===== src/rtl/dmem_pkg.sv =====
// Shared types and helpers for the data-memory arbiter and its lane aligner.
package dmem_pkg;

  typedef enum logic [1:0] {
    SZ_BYTE = 2'b00,
    SZ_HALF = 2'b01,
    SZ_WORD = 2'b10
  } size_e;

  typedef enum logic [1:0] {
    IDLE,
    RD,
    WR,
    RESP
  } state_e;

  // Request fields latched at grant time
  typedef struct packed {
    logic        we;
    logic [31:0] addr;
    logic [31:0] wdata;
    size_e       size;
    logic        is_unsigned;
  } req_t;

  localparam logic [1:0] SzIllegal = 2'b11;

  // Flags illegal size, misalignment, or a word index beyond the RAM
  function automatic logic req_error(input logic [31:0] addr, input size_e size,
                                     input int unsigned depth);
    logic err;
    err = 1'b0;
    if (2'(size) == SzIllegal) err = 1'b1;
    if (size == SZ_HALF && addr[0]) err = 1'b1;
    if (size == SZ_WORD && addr[1:0] != 2'b00) err = 1'b1;
    // Full addr[31:2] compare so high-bit aliases are rejected
    if ({2'b00, addr[31:2]} >= depth) err = 1'b1;
    return err;
  endfunction

endpackage


===== src/rtl/dmem_lane_align.sv =====
// Store-lane merge and load lane extract/extend for a 32-bit little-endian word.
module dmem_lane_align
  import dmem_pkg::*;
(
  input  logic [31:0] word,
  input  logic [31:0] wdata,
  input  logic [1:0]  addr_lo,
  input  size_e       size,
  input  logic        is_unsigned,
  output logic [31:0] merged,
  output logic [31:0] load_data
);

  logic [4:0]  shift;
  logic [7:0]  byte_lane;
  logic [15:0] half_lane;

  assign shift     = {addr_lo, 3'b000};
  assign half_lane = addr_lo[1] ? word[31:16] : word[15:0];

  // Pick the addressed byte lane
  always_comb begin
    byte_lane = word[7:0];
    case (addr_lo)
      2'd0:    byte_lane = word[7:0];
      2'd1:    byte_lane = word[15:8];
      2'd2:    byte_lane = word[23:16];
      default: byte_lane = word[31:24];
    endcase
  end

  // Replace only the written lane so neighbouring bytes survive
  always_comb begin
    merged = wdata;
    case (size)
      SZ_BYTE: merged = (word & ~(32'h0000_00FF << shift)) |
                        ({24'h0, wdata[7:0]} << shift);
      SZ_HALF: merged = addr_lo[1] ? {wdata[15:0], word[15:0]}
                                   : {word[31:16], wdata[15:0]};
      default: merged = wdata;
    endcase
  end

  // Load result with sign or zero extension; words pass through
  always_comb begin
    load_data = word;
    case (size)
      SZ_BYTE: load_data = {{24{~is_unsigned & byte_lane[7]}}, byte_lane};
      SZ_HALF: load_data = {{16{~is_unsigned & half_lane[15]}}, half_lane};
      default: load_data = word;
    endcase
  end

endmodule


===== src/rtl/dmem_arbiter_ctrl.sv =====
// Two-port round-robin arbiter and sequencer for a single-port word RAM.
// Sub-word stores are performed as read-modify-write.
module dmem_arbiter_ctrl
  import dmem_pkg::*;
#(
  parameter int unsigned DEPTH = 256,
  parameter int unsigned AW    = $clog2(DEPTH)
) (
  input  logic          clk,
  input  logic          reset_n,
  input  logic          m0_req,
  input  logic          m0_we,
  input  logic [31:0]   m0_addr,
  input  logic [31:0]   m0_wdata,
  input  logic [1:0]    m0_size,
  input  logic          m0_unsigned,
  output logic          m0_ready,
  output logic [31:0]   m0_rdata,
  output logic          m0_err,
  input  logic          m1_req,
  input  logic          m1_we,
  input  logic [31:0]   m1_addr,
  input  logic [31:0]   m1_wdata,
  input  logic [1:0]    m1_size,
  input  logic          m1_unsigned,
  output logic          m1_ready,
  output logic [31:0]   m1_rdata,
  output logic          m1_err,
  output logic          mem_we,
  output logic [AW-1:0] mem_addr,
  output logic [31:0]   mem_wdata,
  input  logic [31:0]   mem_rdata
);

  state_e      state_q, state_d;
  logic        last_grant_q;
  logic        id_q;
  req_t        req_q;
  logic        err_q;
  logic [31:0] word_q;

  logic        grant;
  logic        grant_id;
  req_t        cand;
  logic        cand_err;
  logic [AW-1:0] word_addr;
  logic [31:0] merged;
  logic [31:0] load_data;
  logic [31:0] resp_rdata;
  logic        unused_addr_hi;

  assign word_addr      = req_q.addr[AW+1:2];
  assign unused_addr_hi = ^req_q.addr[31:AW+2];

  // Round-robin pick and candidate request mux
  always_comb begin
    grant    = m0_req | m1_req;
    grant_id = (m0_req & m1_req) ? ~last_grant_q : m1_req;
    if (grant_id) begin
      cand = '{we: m1_we, addr: m1_addr, wdata: m1_wdata, size: size_e'(m1_size),
               is_unsigned: m1_unsigned};
    end else begin
      cand = '{we: m0_we, addr: m0_addr, wdata: m0_wdata, size: size_e'(m0_size),
               is_unsigned: m0_unsigned};
    end
    cand_err = req_error(cand.addr, cand.size, DEPTH);
  end

  // State register
  always_ff @(posedge clk or negedge reset_n) begin
    if (!reset_n) state_q <= IDLE;
    else          state_q <= state_d;
  end

  // Next-state sequencing
  always_comb begin
    state_d = state_q;
    case (state_q)
      IDLE: begin
        if (grant) begin
          if (cand_err)                             state_d = RESP;
          else if (!cand.we || cand.size != SZ_WORD) state_d = RD;
          else                                      state_d = WR;
        end
      end
      RD:      state_d = req_q.we ? WR : RESP;
      WR:      state_d = RESP;
      RESP:    state_d = IDLE;
      default: state_d = IDLE;
    endcase
  end

  // Latch the granted request; inputs are not looked at again until IDLE
  always_ff @(posedge clk or negedge reset_n) begin
    if (!reset_n) begin
      last_grant_q <= 1'b1;
      id_q         <= 1'b0;
      req_q        <= '0;
      err_q        <= 1'b0;
    end else if (state_q == IDLE && grant) begin
      last_grant_q <= grant_id;
      id_q         <= grant_id;
      req_q        <= cand;
      err_q        <= cand_err;
    end
  end

  // Capture the RAM word for loads and read-modify-write
  always_ff @(posedge clk or negedge reset_n) begin
    if (!reset_n)           word_q <= '0;
    else if (state_q == RD) word_q <= mem_rdata;
  end

  dmem_lane_align u_lane_align (
    .word        (word_q),
    .wdata       (req_q.wdata),
    .addr_lo     (req_q.addr[1:0]),
    .size        (req_q.size),
    .is_unsigned (req_q.is_unsigned),
    .merged      (merged),
    .load_data   (load_data)
  );

  assign resp_rdata = (!req_q.we && !err_q) ? load_data : '0;

  // RAM strobes and requester responses decoded from state
  always_comb begin
    mem_we    = 1'b0;
    mem_addr  = '0;
    mem_wdata = '0;
    m0_ready  = 1'b0;
    m0_err    = 1'b0;
    m0_rdata  = '0;
    m1_ready  = 1'b0;
    m1_err    = 1'b0;
    m1_rdata  = '0;
    case (state_q)
      RD: mem_addr = word_addr;
      WR: begin
        mem_we    = 1'b1;
        mem_addr  = word_addr;
        mem_wdata = merged;
      end
      RESP: begin
        if (id_q) begin
          m1_ready = 1'b1;
          m1_err   = err_q;
          m1_rdata = resp_rdata;
        end else begin
          m0_ready = 1'b1;
          m0_err   = err_q;
          m0_rdata = resp_rdata;
        end
      end
      default: ;
    endcase
  end

endmodule


===== config.mk =====
export PLATFORM = sky130hd
export DESIGN_NAME = dmem_arbiter_ctrl
export DESIGN_NICKNAME = d
export VERILOG_FILES = /design/src/rtl/dmem_pkg.sv /design/src/rtl/dmem_lane_align.sv /design/src/rtl/dmem_arbiter_ctrl.sv
export SDC_FILE = /design/constraint.sdc
export NUM_CORES = 1
export LEC_CHECK = 0
export BUFFER_PORTS_ARGS = -buffer_cell sky130_fd_sc_hd__buf_2
export CORE_MARGIN = 4
export CORE_UTILIZATION = 43
export DETAILED_ROUTE_END_ITERATION = 12
export PLACE_DENSITY = 0.77
export SLEW_MARGIN = 20
export SYNTH_ARGS = -nofsm -noshare
export SYNTH_HDL_FRONTEND = slang
export SYNTH_HIERARCHICAL = 1
export SYNTH_SLANG_ARGS = --single-unit

===== constraint.sdc =====
create_clock -name clk -period 2.1 [get_ports clk]
set_clock_uncertainty 0.05 [all_clocks]
set_input_delay 0.315 -clock clk [delete_from_list [all_inputs] [get_ports clk]]
set_output_delay 0.315 -clock clk [all_outputs]
set_load 0.03 [all_outputs]

# Word level (Yosys, flattened, before mapping)

Cells that the tools add are included.

$add $sub $neg: 0
Multiply operators: 0
Div/mod/pow operators: 0
$lt $le $gt $ge: 1
Eq/ne operators: 11
Shifts and indexed selects: 2
Multiplexer cells: 32
Bitwise gates (word level): 9
Reductions and logical operators: 13

Operator list:

| kind                                                                                 | number |
|---|---|
| 32-bit two-way mux                                                                   | 7 |
| 32-bit one-hot mux with 2 select lines                                               | 2 |
| 68-bit two-way mux                                                                   | 1 |
| 32-bit bitwise AND                                                                   | 1 |
| 32-bit NOT                                                                           | 1 |
| 32-bit OR                                                                            | 1 |
| 8-bit by 5-bit left shift with 32-bit output                                         | 1 |
| 8-bit by 5-bit left shift with 32-bit output, first input constant                   | 1 |
| 30-bit by 9-bit greater-or-equal comparator with 1-bit output, second input constant | 1 |
| 8-bit one-hot mux with 3 select lines                                                | 1 |
| 16-bit two-way mux                                                                   | 1 |
| 1-bit two-way mux                                                                    | 15 |
| 2-bit equality test, second input constant                                           | 5 |
| 2-bit by 1-bit equality test with 1-bit output, second input constant                | 4 |
| 8-bit two-way mux                                                                    | 1 |
| 2-bit one-hot mux with 4 select lines                                                | 1 |
| 2-bit zero test                                                                      | 3 |
| 2-bit two-way mux                                                                    | 3 |
| 1-bit logical AND                                                                    | 4 |
| 2-bit != test, second input constant                                                 | 2 |
| 1-bit bitwise AND                                                                    | 3 |
| 1-bit zero test                                                                      | 3 |
| 1-bit NOT                                                                            | 2 |
| 2-bit nonzero test                                                                   | 1 |
| other kinds (3)                                                                      | 3 |

Flip-flop bits (word level): 83
Latch bits: 0
RAM bits: 0
Memory bits (read-only): 0
Input bits: 172
Output and inout bits: 109
Memories: 0

# Logic depth before layout (Yosys ltp)

Depth after elaboration: 11
Gate-level depth with buffers: 8
Gate-level depth less buffers: 6

# Hierarchy

Netlist, hierarchy kept.

By module, submodules not included:

| module            | instances | cells each | area each (µm²) | sequential area each (µm²) |
|---|---|---|---|---|
| dmem_arbiter_ctrl | 1         | 444        | 4478.0          | 2078.2 |
| dmem_lane_align   | 1         | 215        | 1592.8          | 0.0 |

# Worst setup path before layout

Ideal clock, no wire load.

Path kind: register to output
Start point: register req_q[2] (netlist bit)
End point: output port m0_rdata[16]
Arrival: 1.912 ns
Required time: 1.735 ns
Setup slack: -0.177 ns
Stages on the path, launching flop included: 9
Buffers on the path: 3
Cells stage by stage: dfrtp_1 -> buf_6 -> or2_1 -> buf_6 -> o21bai_4 -> o41a_4 -> buf_6 -> nand2_1 -> and2_1

Longest elaborated chain between the ends: 5
Elaborated cells between the ends (all ways): 6
Classes of those cells: eq/ne: 1; mux: 4; reduce/logical: 1

Ends and longest elaborated chain:

| item                                                                              | line                     | text |
|---|---|---|
| from (decl)                                                                       | dmem_arbiter_ctrl.sv:38  | `req_t req_q;` |
| from (signal assigned)                                                            | dmem_arbiter_ctrl.sv:103 | `req_q <= cand;` |
| 2-bit by 1-bit equality test with 1-bit output or 2-bit zero test (tied branches) | dmem_lane_align.sv:47    | `case (size)` |
| 32-bit one-hot mux with 2 select lines (*)                                        | dmem_lane_align.sv:47    |  |
| net load_data[16]                                                                 | dmem_arbiter_ctrl.sv:48  | `logic [31:0] load_data;` |
| 32-bit two-way mux (*)                                                            | dmem_arbiter_ctrl.sv:124 | `assign resp_rdata = (!req_q.we && !err_q) ? load_data : '0;` |
| 32-bit two-way mux (*)                                                            | dmem_arbiter_ctrl.sv:145 | `if (id_q) begin` |
| 32-bit two-way mux (*)                                                            | dmem_arbiter_ctrl.sv:137 | `case (state_q)` |
| to (decl)                                                                         | dmem_arbiter_ctrl.sv:18  | `output logic [31:0] m0_rdata,` |

The timed path passes the listed nets; every way through them passes the cells marked *.

# Final worst setup path

Start point: register req_q[1] (netlist bit)
End point: output port mem_wdata[11]

Longest elaborated chain between the ends: 3
Elaborated cells between the ends (all ways): 4
Classes of those cells: eq/ne: 1; mux: 2; reduce/logical: 1

Ends and longest elaborated chain:

| item                                                                              | line                     | text |
|---|---|---|
| 2-bit by 1-bit equality test with 1-bit output or 2-bit zero test (tied branches) | dmem_lane_align.sv:35    | `case (size)` |
| 32-bit one-hot mux with 2 select lines (*)                                        | dmem_lane_align.sv:35    |  |
| net merged[11]                                                                    | dmem_arbiter_ctrl.sv:47  | `logic [31:0] merged;` |
| 32-bit two-way mux (*)                                                            | dmem_arbiter_ctrl.sv:137 |  |
| to (decl)                                                                         | dmem_arbiter_ctrl.sv:31  | `output logic [31:0] mem_wdata,` |

Marked as above.

==> metrics.md <==
| Metric | Value |
|---|---|
| Status | finished, violations left |
| Failing checks | negative setup slack |
| Drc violations | 0 |
| Post-synth ARST share | 1.00 |
| Slew @ Worst Pin | 0.617 ns |
| Clock slew at reported path FFs | 0.06 ns |
| Max Fclk | around 390 MHz |
| TritonCTS clock tree | yes |
| Port Buffers | 280 |
| Syn nets | roughly 840 |
| EDFF count, synth | 0 |
| Area Growth Syn to Fin | 63.8% |
| Area leader, netlist | dfrtp_1 |
| Fin cells | 1,176 |
| Final #Nets | approximately 1,200 |
| Net switching fraction of the power | 0.463 |
| Sequential power share | 0.221 |
| Comb power frac | 0.681 |
| TritonCTS Sinks | slightly above 80 |
| Max-cap violations | 0 |
| Area contributors post-synth | dfrtp_1 34%, mux2i_1 13%, and2_1 11% |
| Post-synthesis register bit count | 83 |
| Reg2reg end | req_q[1]$_DFFE_PN0P_ |
| Wirelength, routed | 25.9 mm |
| Final Hold Violating Endpoints | 0 |
| Most common cell after layout, fill and taps aside | buf_2 |
| Main flop type after synthesis | dfrtp_1 |
| Gr usage total | 0.297 |
| Vias per cell | roughly 5.8 |
| Grt ovf | 0 |
| Top Layer Used | met4 |
| CP Capture Point | mem_wdata[11] |
| Gp weighted congestion | 0.935 |
| Power density over the cells | 1630 nW/µm² |
| Mean post-synth cell area | 9.21 µm² |
| Dpl hpwl | roughly 17 mm |
| Worst-Skew Late Latency | ~0.34 ns |
| Leakage | just under 5 nW |
| Final period util | 1.23 |
| Layout cells sized above 1 | 0.585 |
| Met3 routed WL | roughly 2.5 mm |
| Initial antenna violation count | 0 |
| Most frequent cells in the layout | 184 x buf_2, 114 x buf_6, 83 x nand2_1, 80 x dfrtp_1, 77 x mux2i_1 |
| Utilization after layout | 0.716 |
| Clock tree buffer depth | 2 |
| Vias | 6,797 |
| Final setup viols | 96 |
| Clock power share | 0.098 |
| Worst vdd ir | 1010 µV |
| Seq/Total Area, Yosys | 0.342 |
| Synthesized area | about 6100 µm² |
| Final Max Slew Viols | 0 |
| Routed WL per cell | 22.1 µm |
| Distinct cells, synth | between 50 and 60 |
| Gate Count Post-Synth | 659 |
| Vias in the first global route | 6,686 |
| CP max FO | 8 |
| Reg2Reg Depth | 6 |
| Vertical die dimension | 127 µm |
| Die area | 16,100 µm² |
| Worst Hold Class | in2reg |
| RR Startpoint | state_q[0]$_DFFE_PN0P_ |
| Total core area | between 10,000 and 15,000 µm² |
| Root Driver | clkbuf_16 |
| Synth warn | 6 |
| # IOs | about 280 |
| Worst setup EP type | primary output |
| Placed instance count | around 1,100 |
| Routed wl met2 | 12.5 mm |
| DRT Pass-1 Iters | 6 |
| Post-layout min period | around 2.6 ns |
| Synth top area share | 0.338 |
| RSZ-0062 raised after global routing | yes |
| Total CTS buffers | 9 |
| Metal-1 WL | about 9.6 mm |
| Setup CP Type | reg2out |
| Max_slew headroom | 0.589 |
| Setup WS pre-CTS | -0.114 ns |
| Critical path startpoint | req_q[1]$_DFFE_PN0P_ |
| Worst Path Arrival | roughly 2.2 ns |
| CP Data Required Time | roughly 1.7 ns |
| R2r setup slk | about 0.27 ns |
| Initial Util | 0.437 |
| Ant. Diodes | 0 |
| Psw | 7.50 mW |
| Internal Pwr Total | 8.69 mW |
| First-pass GRT wire length | around 37 mm |
| Die width | 127 µm |
| Worst setup SP type | flop |
| DR iter-0 viols | 845 |
| Largest net degree at the start of global routing | 68 |
| Maximum level of the CTS H-tree | 3 |
| Detail Route Antenna Nets | 0 |
| Setup slack after layout | -0.492 ns |
| Rows | between 40 and 50 |
-- registers in the layout, indices dropped and copies added (netlist names) --
signal	cells
err_q	1
id_q	1
word_q	32
state_q	2
req_q	46
last_grant_q	1
-- how the worst min path moves through the flow --
| stage | start | depth (start not counted) | to |
|---|---|---|---|
| after global routing | mem_rdata[1] | 2 | word_q[1]$_DFFE_PN0N_ |
| after detailed placement | reset_n | 1 | word_q[12]$_DFFE_PN0N_ |
| after CTS | mem_rdata[1] | 2 | word_q[1]$_DFFE_PN0N_ |
| final | mem_rdata[1] | 2 | word_q[1]$_DFFE_PN0N_ |
| after floorplan | reset_n | 0 | err_q$_DFFE_PN0P_ |
| after global placement | reset_n | 1 | word_q[19]$_DFFE_PN0N_ |
-- power by group through the flow --
stage | combinational, mW | clock, mW | sequential (mW)
3_3_place_gp | 7.72 | 0 | 3.43
6_report | 11.0 | 1.59 | 3.57
3_5_place_dp | 7.81 | 0 | 3.45
4_1_cts | 9.67 | 1.61 | 3.44
5_1_grt | 11.6 | 1.70 | 3.60
2_1_floorplan | 5.47 | 0 | 3.00
-- per-layer routing --
metal,global-route usage,vias up
met5,0,-
met1,0.375,3204
met2,0.499,448
li1,-,3025
met3,0.0514,120
met4,0.129,0
-- synthesized netlist by cell type, types with 2 or more instances --
library cell	n
a211oi_1	2
a21o_1	2
a21oi_1	10
a221o_1	10
a222oi_1	7
a22o_1	10
and2_1	105
buf_1	3
buf_2	7
buf_4	5
buf_6	4
clkbuf_1	31
dfrtp_1	82
ha_1	4
inv_1	14
mux2_1	2
mux2_2	39
mux2i_1	78
mux4_2	6
nand2_1	99
nand2b_1	2
nand3_1	2
nand4b_1	2
nor2_1	22
nor2b_1	4
nor3_1	10
nor4_1	4
nor4_2	2
o21ai_1	47
o221ai_1	16
o32ai_1	6
-- critical path: stages, from the launching register on --
cell and delay, ns:
dfrtp_1 0.41, buf_6 0.13, buf_6 0.10, buf_6 0.12, a21o_4 0.23, a222oi_1 0.48
inv_1 0.12, and2_4 0.16, buf_6 0.13
-- timing repair --
item	CTS	global route
setup buffers	17	15
setup endpoints to repair	96	103
resized for setup	296	72
hold buffers	1	0
endpoints found under the hold margin	25	0
gates cloned	4	3
pin swaps	55	41
-- metrics by stage --
step / hold slack (ns) / cell area, µm² / setup TNS, ns / power, mW
final: 0.143 / 9940 / -34.79 / 16.2
after global routing: 0.128 / 9940 / -39.97 / 16.9
after CTS: 0.131 / 9550 / -26.07 / 14.7
after detailed placement: 0.233 / 8080 / -3.15 / 11.3
after global placement: 0.228 / 8080 / -1.38 / 11.2
after floorplan: -0.0306 / 6160 / -1.69 / 8.47
-- cell type report --
class	count	area, µm²
Clock buffer	14	254
Sequential cell	83	2080
Fill cell	998	3940
Clock inverter	2	35.0
Timing Repair Buffer	369	3020
Multi-Input combinational cell	514	4270
Tap cell	180	225
Inverter	14	60.1
-- cell families after synthesis --
| kind of cell | Yosys count | synth area share |
|---|---|---|
| buffers and inverters | 64 | 0.0491 |
| AOI/OAI and AO/OA | 121 | 0.148 |
| muxes | 125 | 0.227 |
| DFF | 83 | 0.342 |
| and+or+nand+nor | 262 | 0.225 |
| adders and majority gates | 4 | 0.00824 |
No activity file was read; power rests on OpenSTA's default activity.
